**config.mk**
```make
export PLATFORM = sky130hd
export DESIGN_NAME = ib_mul_arb4
export DESIGN_NICKNAME = d
export VERILOG_FILES = /design/src/rtl/ib_mul_arb4.sv
export SDC_FILE = /design/constraint.sdc
export NUM_CORES = 1
export LEC_CHECK = 0
export ABC_AREA = 1
export BUFFER_PORTS_ARGS = -buffer_cell sky130_fd_sc_hd__buf_4
export CAP_MARGIN = 10
export CORE_ASPECT_RATIO = 2
export CORE_MARGIN = 1
export CORE_UTILIZATION = 29
export DETAILED_ROUTE_END_ITERATION = 12
export GPL_TIMING_DRIVEN = 0
export SYNTH_ARGS = -nofsm -noshare
export SYNTH_HDL_FRONTEND = slang
export SYNTH_SLANG_ARGS = --single-unit
```
**constraint.sdc**
```tcl
create_clock -name i_clk -period 1.95 [get_ports i_clk]
set_input_delay 0.0975 -clock i_clk [delete_from_list [all_inputs] [get_ports i_clk]]
set_output_delay 0.0975 -clock i_clk [all_outputs]
set_load 0.01 [all_outputs]
```
**src/rtl/ib_mul_arb4.sv**
```systemverilog
// Four-requester round-robin front end sharing one 8x8 unsigned shift-add multiplier.
// Each accepted job produces one o_vld pulse carrying its product and requester index.
module ib_mul_arb4 (
  input  logic        i_clk,
  input  logic        i_nrst,
  input  logic [3:0]  i_req,
  input  logic [31:0] i_a,
  input  logic [31:0] i_b,
  output logic [3:0]  o_gnt,
  output logic        o_busy,
  output logic        o_vld,
  output logic [1:0]  o_id,
  output logic [15:0] o_c
);

  typedef enum logic [1:0] {
    ST_IDLE = 2'd0,
    ST_RUN  = 2'd1,
    ST_DONE = 2'd2
  } state_t;

  state_t      state_q, state_d;
  logic [1:0]  ptr_q, ptr_d;
  logic [1:0]  job_id_q, job_id_d;
  logic [1:0]  id_q, id_d;
  logic [7:0]  a_q, a_d;
  logic [15:0] b_q, b_d;
  logic [15:0] acc_q, acc_d;
  logic [15:0] c_q, c_d;

  logic        win_found;
  logic [1:0]  win_idx;
  logic [1:0]  cand;

  // Round-robin search: first active request at ptr, ptr+1, ptr+2, ptr+3 (wrapping).
  always_comb begin
    win_found = 1'b0;
    win_idx   = ptr_q;
    cand      = ptr_q;
    for (int k = 0; k < 4; k++) begin
      cand = ptr_q + 2'(k);
      if (!win_found && i_req[cand]) begin
        win_found = 1'b1;
        win_idx   = cand;
      end
    end
  end

  always_comb begin
    state_d  = state_q;
    ptr_d    = ptr_q;
    job_id_d = job_id_q;
    id_d     = id_q;
    a_d      = a_q;
    b_d      = b_q;
    acc_d    = acc_q;
    c_d      = c_q;
    o_gnt    = 4'b0000;
    case (state_q)
      ST_IDLE: begin
        if (win_found) begin
          o_gnt[win_idx] = 1'b1;
          a_d            = i_a[{win_idx, 3'b000} +: 8];
          b_d            = {8'h00, i_b[{win_idx, 3'b000} +: 8]};
          acc_d          = 16'h0000;
          job_id_d       = win_idx;
          ptr_d          = win_idx + 2'd1;
          state_d        = ST_RUN;
        end
      end
      ST_RUN: begin
        // Result register only moves when the accumulator is final.
        if (a_q == 8'h00) begin
          c_d     = acc_q;
          id_d    = job_id_q;
          state_d = ST_DONE;
        end else begin
          if (a_q[0]) begin
            acc_d = acc_q + b_q;
          end
          a_d = a_q >> 1;
          b_d = b_q << 1;
        end
      end
      ST_DONE: begin
        state_d = ST_IDLE;
      end
      default: begin
        state_d = ST_IDLE;
      end
    endcase
  end

  always_ff @(posedge i_clk or negedge i_nrst) begin
    if (!i_nrst) begin
      state_q  <= ST_IDLE;
      ptr_q    <= 2'd0;
      job_id_q <= 2'd0;
      id_q     <= 2'd0;
      a_q      <= 8'h00;
      b_q      <= 16'h0000;
      acc_q    <= 16'h0000;
      c_q      <= 16'h0000;
    end else begin
      state_q  <= state_d;
      ptr_q    <= ptr_d;
      job_id_q <= job_id_d;
      id_q     <= id_d;
      a_q      <= a_d;
      b_q      <= b_d;
      acc_q    <= acc_d;
      c_q      <= c_d;
    end
  end

  assign o_busy = (state_q != ST_IDLE);
  assign o_vld  = (state_q == ST_DONE);
  assign o_id   = id_q;
  assign o_c    = c_q;

endmodule

```
After elaboration in Yosys (flattened, before gate mapping)
Index checks and enable logic that the tools add are counted.

word-level totals
  input bits = 70
  logic and storage cells = 75
  flip-flop bits (word level) = 64
  output and inout port bits = 24

cells by class
  add/sub/neg operators = 5
  equality and inequality tests = 6
  shift operators = 2
  mux-type cells = 32
  reductions and logical operators = 16
  $lt $le $gt $ge = 6

operators by type and width
  kind                 count
  $mux 16              5
  $pmux 16 s2          2
  $shiftx 32x6->8      2
  $add 16x16->16       1
  $mux 8               2
  $pmux 8 s2           1
  $lt 2x3->1 const B   5
  $mux 2               5
  $mux 1               9
  $bmux 1 s2           4
  $logic_not 8->1      1
  $mux 4               2
  $ne 2x2->1 const B   4
  $reduce_and 2->1     3
  $add 2x1->2 const B  2
  $add 2x2->2 const B  2
  $logic_and 1x1->1    4
  $pmux 2 s2           1
  $reduce_and 4->1     1
  $reduce_bool 2->1    2
  $logic_not 1->1      3
  $reduce_and 3->1     1
  $demux 1 s2          1
  $eq 2x1->1 const B   1
  other kinds (3)      3

Longest topological paths before layout
  depth after elaboration = 18
  mapped depth = 18
  gate-level depth less buffers = 16

Worst setup path after synthesis
No wires, ideal clock.

  kind = reg2reg
  start = reg ptr_q[1]
  end = reg ptr_q[1]
  data arrival time = 1.905 ns
  path slack = -0.082 ns
  stages on the path, launching flop included = 18
  required time = 1.823 ns
  buffers on the path = 2
  period minus slack after synthesis = 2.032 ns
  library setup time = 0.127 ns
  cell sequence = dfrtp_1 -> buf_4 -> inv_4 -> nand2_1 -> nand2_2 -> nand2_1 -> nand2_4 -> nand3_1 -> nand2_1 -> inv_1 -> nand2_1 -> nand2_1 -> nand2_1 -> nand2_2 -> buf_4 -> ha_1 -> nand2_1 -> o21ai_0

on the way
  word-level cells in the longest chain between the ends = 13
  elaborated cells on any way between the ends = 26
  those cells by class = add/sub: 4; mux: 15; reduce/logical: 7

RTL lines
  item                                                  line  text
  from (decl)                                           23    logic [1:0] ptr_q, ptr_d;
  from (signal assigned)                                106   ptr_q <= ptr_d;
  branches (longest 11 deep; another with $add 2x1->2)  -
  $mux 2 *                                              42    if (!win_found && i_req[cand]) begin
  net win_idx[1]                                        32    logic [1:0] win_idx;
  $add 2x1->2 *                                         67    ptr_d = win_idx + 2'd1;

Mark *: on every way through the listed nets, which the timed path passes. The select of a mux whose other input is x is not followed.
A chain may end at the register's enable or synchronous reset.

Final worst setup path
  start = reg ptr_q[0]
  end = out o_gnt[1]

on the way
  word-level cells in the longest chain between the ends = 18
  elaborated cells on any way between the ends = 31
  those cells by class = add/sub: 3; order compare: 2; mux: 19; reduce/logical: 7

RTL lines
  item                                                                   line  text
  branches (longest 11 deep; another with $add 2x1->2)                   -
  $mux 2 *                                                               42
  net win_idx[0]                                                         32
  $lt 2x3->1 (not written as such) / $ge 2x1->1 (equally long branches)  62    o_gnt[win_idx] = 1'b1;
  $logic_and 1x1->1 (not written as such)                                62
  $mux 1 (not written as such)                                           62
  $demux 1 s2 *                                                          62
  $mux 4 *                                                               61    if (win_found) begin
  $mux 4 *                                                               59    case (state_q)
  to (decl)                                                              9     output logic [3:0] o_gnt,

Marked as above.

==> impl_metrics.toml <==
[timing]
rsz0062_at_grt = "yes"
skew_ns = 0.00535
slew_viol_final = 0
whs_ns = 0.115
finalCritPeriodShare_pct = 128
tightest_slew_ns = 0.817
hold_viol_final = 0
relSlewSlack_pct = 45.5
fin_crit_ns = 2.49
setup_viol = 46
final.setup.worst_slack_ns = -0.537
max_freq_ghz = 0.402

[routing]
initialDrtViolationCount = 214
drtPass1Iterations = 4
wl_mm = 13.5
wire_per_inst_um = 13.9
drc = 0
final_antenna_net_count = 0
vias = 4521
via_per_inst = 4.64

[synth]
synth_top_area_share_pct = 36.6
synthXorXnorAreaFrac_pct = 1.20
ys_warn_count = 0
synthDistinctLibCells = 39
synthMuxAreaShare_pct = 0
synth-seq-cells = 64
async_flop_share_pct = 100
synth_fp_nets = 721
ys.flop_type = "dfrtp_1"
synth-simple-area-share_pct = 36.6
yosysTopAreaCell = "dfrtp_1"
synthAdderAreaFrac_pct = 5.88
synth-edff-count = 0
synth_top_family_by_area = "simple AND/OR/NAND/NOR gates"
syn_area_um2 = 4380
synth_seq_area_share_pct = 36.6
synth_compound_area_share_pct = 10.4
syn_area_per_cell_um2 = 6.94
ys_top_cells_by_area = "dfrtp_1, nand2_1, nand3_1"
syn_inst = 631

[critical_path]
slowest_delay_ns = 0.44
path_max_fanout = 5
start_kind = "flip-flop"
worst-endpoint-required_ns = 1.85
critPathSlowestCell = "dfrtp_2"
cp_top_family = "simple AND/OR/NAND/NOR gates"
path_cells = "inv_4 > buf_6 > nand2_4 > nand2_2 > nand2_2 > nand2_4 > nor2_8 > nand4_4 > nand2_8 > clkinvlp_4 > ha_4 > inv_2 > nor2_1 > buf_4"
path_class = "reg -> out"
reg2reg_slack_ns = -0.43
critPathBufInv = 5
end_kind = "output pin"
ff2ff_path_depth = 18
arrival_ns = 2.39
r2r_end = "b_q[3]"
r2r_start = "ptr_q[0]"

[cells_and_area]
instances_no_fill = 975
layout-drive-gt1-share_pct = 30.8
num-nets-final = 865
area_delta_synth_final_pct = 45.0
nFillCells = 1603
diodes = 0

[global_routing]
track_usage_pct = 18.4
grt_pass1_wl_mm = 21.9
overflow = 0
grt_pass1_vias = 4599
grt_max_degree = 65
antenna_found_initial = 0

[worst_hold_path]
hold_path_end = "a_q[7]"
min-delay-start = "i_a[15]"
hold_path.class = "in -> reg"
hold_path_depth = 5

[clocking]
cts.path.max_buffers = 2
cts.reportedPaths.clkPinSlew_ns = 0.05
ctsHtreeMaxLevel = 3
cts_buffers = 9
cts-root-buf = "clkbuf_16"
cts_sinks = 64
cts_tree = "built"
clk_latency_ns = 0.34

[power_and_ir_drop]
clkPwrFrac_pct = 11.0
finalPower_mw = 13.3
switchingPower_mw = 6.23
sw_frac_of_total_pct = 46.9
p_per_area_nw_per_um2 = 2090
seqPwrFrac_pct = 17.5
internal_power_mw = 7.07
ir_worst_vdd_mv = 1.05
power_frac_comb_pct = 71.4
power.leakage_nw = 3.28

[placed_design]
gp_congestion = 0.915
post-dp-hpwl_mm = 10.2
place_inst = 919
io_buffers = 93

[floorplan]
start_util_pct = 29.6
die_width_um = 88.9
core_area_um2 = 14800
rows = 63
die_area_um2 = 15600
fp.dieH_um = 176
num_io_pins = 94

[run_status]
status = "finished with violations"
failed_checks = "negative setup slack"

[run]
drv_cap = 0
power by group through the flow:
stage          Sequential, mW  Clock (mW)  Combinational (mW)
2_1_floorplan            2.29           0                5.20
3_3_place_gp             2.33           0                7.09
3_5_place_dp             2.34           0                7.16
4_1_cts                  2.33        1.48                8.86
5_1_grt                  2.40        1.54                10.5
6_report                 2.33        1.46                9.50
tightest hold or removal path: stages:
cell     delay [ns]
buf_4          0.08
nand2_2        0.04
nand3_2        0.07
nand3_2        0.07
nand2_1        0.06
cell type report:
cell class                      instances  area, µm²  share of cell area, %
Multi-Input combinational cell        484       2630                   41.4
Sequential cell                        64       1600                   25.2
Timing Repair Buffer                  134       1120                   17.6
Buffer                                 24        256                   4.04
Clock buffer                           13        250                   3.94
Tap cell                              195        244                   3.84
Inverter                               58        234                   3.68
Clock inverter                          3       17.5                  0.276
state kept, by name (all words and copies together) (netlist names):
register and flops:
b_q 16, o_id 2, state_q 2, a_q 8
ptr_q 2, job_id_q 2, o_c 16, acc_q 16
through the flow:
step	worst slack, ns	area (µm²)	setup TNS (ns)	util [%]
floorplan	0.00188	4410	0	-
global placement	-0.452	5350	-11.63	36.1
detailed placement	-0.442	5350	-11.18	36.1
CTS	-0.503	6140	-12.24	41.4
global route	-0.618	6350	-19.20	42.9
finish	-0.537	6350	-13.45	42.9
logic make-up after synthesis:
group           after synthesis
compound gates               81
xor+xnor                      6
fa+ha+maj                    20
buf+inv                      83
flops                        64
simple gates                377
Yosys cell counts, drive strengths merged, types with 2 or more instances:
cell and count:
nand2 258, nand3 72, dfrtp 64, inv 58, o21ai 37, nor2 36, a21oi 23, buf 21
ha 19, o22ai 9, nand4 6, o31ai 5, clkbuf 4, xnor2 4, a21o 3, nand3b 2
nor3 2, xor2 2
what timing repair did:
action	CTS	global route
hold buffers	1	0
hold endpoints to repair	64	0
cloned	5	0
resized for setup	68	39
pin swaps	23	22
endpoints found under the setup margin	44	62
buffers inserted	24	13
how the worst max path moves through the flow:
stage | endpoint | depth (start not counted) | slack, ns | startpoint
detailed placement | acc_q[12] | 8 | -0.44 | state_q[0]
global route | o_gnt[3] | 16 | -0.62 | ptr_q[0]
finish | o_gnt[1] | 14 | -0.54 | ptr_q[0]
floorplan | o_gnt[2] | 15 | 0.002 | ptr_q[0]
global placement | acc_q[13] | 8 | -0.45 | state_q[0]
CTS | o_gnt[1] | 14 | -0.50 | ptr_q[0]
cell usage in the layout, fill, tap and decap left out, types with 9 or more instances in the layout:
master     Yosys  routed
a21oi_1       22      22
buf_4          7     120
buf_6          9      18
clkbuf_16      0       9
dfrtp_1       64      63
ha_1          19      13
inv_1         51      44
inv_2          6      10
nand2_1      250     229
nand2_2        7      18
nand2_4        1      10
nand3_1       71      63
nor2_1        32      28
o21ai_0       34      29
o22ai_1        9       9
routing by layer:
layer / wire, µm / vias to the layer above / GRT usage, % / part of all wire (%)
li1: - / 2315 / - / -
met1: 4490 / 2053 / 17.3 / 33
met2: 7960 / 115 / 36.4 / 59
met3: 427 / 38 / 2.21 / 3.2
met4: 627 / 0 / 9.68 / 4.6
met5: 0 / - / 0 / 0
(Power assumes the default switching activity.)
